## src/rtl/stream_demultiplexer.sv

```systemverilog
// 1-to-4 valid/ready routing demultiplexer: in_sel steers each input word into
// one of four single-entry registered channel buffers (a/b/c/d).
module stream_demultiplexer #(
  parameter int WIDTH     = 32,
  parameter int CNT_WIDTH = 16
) (
  input  logic                 clk,
  input  logic                 rst_n,
  input  logic                 in_valid,
  output logic                 in_ready,
  input  logic [WIDTH-1:0]     in_data,
  input  logic [1:0]           in_sel,
  output logic [3:0]           out_valid,
  input  logic [3:0]           out_ready,
  output logic [WIDTH-1:0]     out_data_a,
  output logic [WIDTH-1:0]     out_data_b,
  output logic [WIDTH-1:0]     out_data_c,
  output logic [WIDTH-1:0]     out_data_d,
  output logic [CNT_WIDTH-1:0] xfer_count
);

  logic [WIDTH-1:0] buf_q [4];
  logic [3:0]       load;
  logic [3:0]       drain;
  logic             accept;

  // NOTE: combinational logic uses blocking assignments with every output
  // given a default first, so no latch can be inferred.
  always_comb begin
    load     = 4'b0000;
    in_ready = !out_valid[in_sel] || out_ready[in_sel];
    accept   = in_valid && in_ready;
    drain    = out_valid & out_ready;
    if (accept) load[in_sel] = 1'b1;
  end

  for (genvar k = 0; k < 4; k++) begin : g_chan
    // A load wins over a same-edge drain so a draining channel refills at full rate.
    // NOTE: sequential state uses non-blocking assignments only.
    always_ff @(posedge clk or negedge rst_n) begin
      if (!rst_n) begin
        out_valid[k] <= 1'b0;
      end else if (load[k]) begin
        out_valid[k] <= 1'b1;
      end else if (drain[k]) begin
        out_valid[k] <= 1'b0;
      end
    end

    // NOTE: the data buffers are reset too, because zeroed outputs after reset
    // are part of the visible behaviour, not just a nicety.
    always_ff @(posedge clk or negedge rst_n) begin
      if (!rst_n) begin
        buf_q[k] <= '0;
      end else if (load[k]) begin
        buf_q[k] <= in_data;
      end
    end
  end

  // Free-running modulo counter of accepted words; wraps silently.
  always_ff @(posedge clk or negedge rst_n) begin
    if (!rst_n) begin
      xfer_count <= '0;
    end else if (accept) begin
      xfer_count <= xfer_count + 1'b1;
    end
  end

  assign out_data_a = buf_q[0];
  assign out_data_b = buf_q[1];
  assign out_data_c = buf_q[2];
  assign out_data_d = buf_q[3];

endmodule

```

## config.mk

```make
export PLATFORM = sky130hd
export DESIGN_NAME = stream_demultiplexer
export DESIGN_NICKNAME = d
export VERILOG_FILES = /design/src/rtl/stream_demultiplexer.sv
export SDC_FILE = /design/constraint.sdc
export NUM_CORES = 1
export LEC_CHECK = 0
export ABC_AREA = 1
export BUFFER_PORTS_ARGS = -buffer_cell sky130_fd_sc_hd__buf_2
export CORE_MARGIN = 10
export CORE_UTILIZATION = 58
export CTS_BUF_LIST = sky130_fd_sc_hd__clkbuf_2 sky130_fd_sc_hd__clkbuf_4 sky130_fd_sc_hd__clkbuf_8
export CTS_CLUSTER_DIAMETER = 50
export DETAILED_ROUTE_END_ITERATION = 7
export PLACE_DENSITY = 0.88
export SLEW_MARGIN = 15
export SYNTH_ARGS = -nofsm -noshare
export SYNTH_HDL_FRONTEND = slang
export SYNTH_SLANG_ARGS = --single-unit
```

## constraint.sdc

```tcl
create_clock -name clk -period 3.58 [get_ports clk]
set_clock_uncertainty 0.05 [all_clocks]
set_input_delay 0.358 -clock clk [delete_from_list [all_inputs] [get_ports clk]]
set_output_delay 0.358 -clock clk [all_outputs]
set_load 0.005 [all_outputs]
```

==> flow_summary.toml <==
[synthesis]
seq_area_frac_synth = 0.564
syn_avg_cell_area_sq_um = 8.75
synth-edff-count = 0
async_reset_ff_frac = 1.00
ys_seq_elements = 148
postSynthCellCount = 750
synthFlopType = "dfrtp_1"
synth_top_area_frac = 0.564
yosysMostFrequentCell = "nand2_1"
synthTopCellsByCount = "339 x nand2_1, 148 x dfrtp_1, 134 x nand4_1"
netlist_area_sq_mm = 0.00656
yosysWarnings = 0
synth_cell_types = 20
syn-num-nets = 792
yosysTopAreaCell = "dfrtp_1"
netlist_top_cells_area = "dfrtp_1 56%, nand2_1 19%, nand4_1 13%, buf_6 2.2%, buf_2 1.3%"

[sta]
worst_pin_slew_ns = 0.973
period_share = 0.750
final.setup.tns_ns = 0
slew_viol_final = 0
max_freq_mhz = 373
fin_crit_ns = 2.68
setup_viol = 0
hold_viol_final = 0
rsz0062_at_grt = "false"
slew-limit-headroom = 0.351

[floorplan]
fp.dieH_microns = 126
initial_core_util = 0.598
ioPinCount = 190
rows = 38
die_area_sq_mm = 0.0160
die_w_microns = 126
coreArea_sq_mm = 0.0110

[global_route]
use_met3 = 0.0641
gr-total-overflow = 0
top_usage_layer = "met2"
grt_util_met1 = 0.304
grt_pass1_vias = 5986
grt_usage = 0.234
use_met2 = 0.380
antenna_found_initial = 0
grt_start_max_net_pins = 98
grt_pass1_wl_microns = 31400

[worst_setup_path]
cp_num_buf_inv = 2
critical_path.top_delay_family = "buffers and inverters"
cp-start-kind = "flip-flop"
endpoint_kind = "primary output"
path_cells = "nand2_1, nand2_1, nand2_1, nand2_2, nand2_8, buf_4, buf_2"
cpPeakStageDelay_ns = 0.53
cp.arrival_ns = 2.28
cp_max_fo = 83
critPathKind = "flip-flop to primary output"
crit_path_top_delay_cell = "buf_4"
crit_top_cell = "nand2_1"
critPathRequiredTime_ns = 3.17

[cts]
postCtsSetupBuffers = 0
cts.reportedPaths.clkPinSlew_ns = 0.08
numCtsBuffers = 17
ctsResizeCount = 0
cts.sinks = 148
cts_hold_buf = 1
cts_tree = "yes"
htree_num_levels = 4
clockRootBuffer = "clkbuf_8"
insertion_delay_ns = 0.42
cts_max_path_buffers = 2

[hold_path]
hold_class = "primary input to flip-flop"

[layout]
area_growth_pct = 19.2
finish.net_count = 952
antenna_cells = 0
drive_gt1_frac = 0.262
final_util = 0.712
fill_cells = 859

[flow_run]
cap_violations = 0

[pwr]
peakVddDrop_mv = 0.274
seqPwrFrac = 0.498
powerDensity_mw_per_mm2 = 571
p_sw_frac = 0.324
p_clk_frac = 0.287
comb_power_share = 0.215
cellInternalPower_uw = 3020
p_switching_uw = 1450
leakage_uw = 0.00435

[detailed_routing]
vias_per_cell = 5.78
routed_wl_microns = 19300
drc = 0
ant_nets = 0
drtIter0Drc = 668
firstDrtPassIters = 5
via_count = 6130
wire_per_inst_microns = 18.2

[placed_design]
portBuffers = 189
dp_hpwl_microns = 12700
gp_congestion = 0.823

[status]
status = "completed"
-- area by class of cell --
| class | count | area (sq um) | area share |
|---|---|---|---|
| multi-input cells | 527 | 2460 | 0.315 |
| flip-flops and latches | 148 | 3700 | 0.473 |
| inverters | 17 | 63.8 | 0.00816 |
| repair buffers | 199 | 1030 | 0.132 |
| clock inverters | 13 | 151 | 0.0194 |
| clock buffers | 17 | 234 | 0.0299 |
| well taps | 140 | 175 | 0.0224 |
-- worst paths after layout --
check                      depth (start not counted)              to           start  slack (ns)
setup reg to reg                                   8   out_data_a[6]    out_valid[2]        1.17
setup / recovery                                   7        in_ready    out_valid[2]        0.90
max in group asynchronous                          3   out_data_c[7]           rst_n        2.11
hold / removal                                     2    out_valid[1]    out_ready[1]        0.09
min in group asynchronous                          2  xfer_count[14]           rst_n        0.49
hold reg to reg                                    2  out_data_c[11]  out_data_c[11]        0.42
-- placed cells by master (no fill, tap or decap), drive strengths merged --
cell,instances
nand2,342
buf,198
dfrtp,148
nand4,134
inv,21
nor2,19
clkbuf,17
nand3,16
o21ai,8
xnor2,7
clkinvlp,4
clkinv,3
bufinv,2
ha,1
dlygate4sd3,1
-- cell families after synthesis --
logic type	Yosys count	synth area share
AO/OA/AOI/OAI	8	0.00610
XOR/XNOR	7	0.00934
adder cells (fa/ha/maj)	1	0.00191
buffers and inverters	75	0.0621
flip-flops	148	0.564
AND/OR/NAND/NOR	511	0.356
-- sequential cells by signal, summed over array words and instances (netlist names) --
register / count
out_data_a: 32
out_data_b: 32
xfer_count: 16
out_data_d: 32
out_valid: 4
out_data_c: 32
-- worst register-to-register path, delay by kind of cell, from the launching register on --
family | cells | cell delay [ns]
flip-flops | 1 | 0.42
AND/OR/NAND/NOR | 8 | 1.82
-- per-layer routing --
layer,up-vias,part of all wire
li1,2825,-
met1,2972,0.40
met2,321,0.50
met3,12,0.089
met4,0,0.0077
met5,-,0
-- power groups by stage --
stage | combinational [uW] | clock (uW) | sequential, uW
finish | 960 | 1280 | 2220
global route | 1090 | 1370 | 2260
CTS | 978 | 1300 | 2220
detailed placement | 981 | 0 | 2240
global placement | 937 | 0 | 2240
floorplan | 430 | 0 | 2240
-- per-stage QoR --
stage | total power (uW) | cell area (sq um) | instances | setup WS [ns] | hold WS [ns]
3_3_place_gp | 3180 | 7430 | 1030 | 0.991 | 0.398
4_1_cts | 4490 | 7820 | 1061 | 0.910 | 0.0771
3_5_place_dp | 3220 | 7430 | 1030 | 0.943 | 0.404
5_1_grt | 4720 | 7820 | 1061 | 0.712 | 0.0725
2_1_floorplan | 2670 | 6560 | 750 | 2.06 | 0.0124
6_report | 4470 | 7820 | 1061 | 0.896 | 0.0936
No activity file was read; power rests on OpenSTA's default activity.
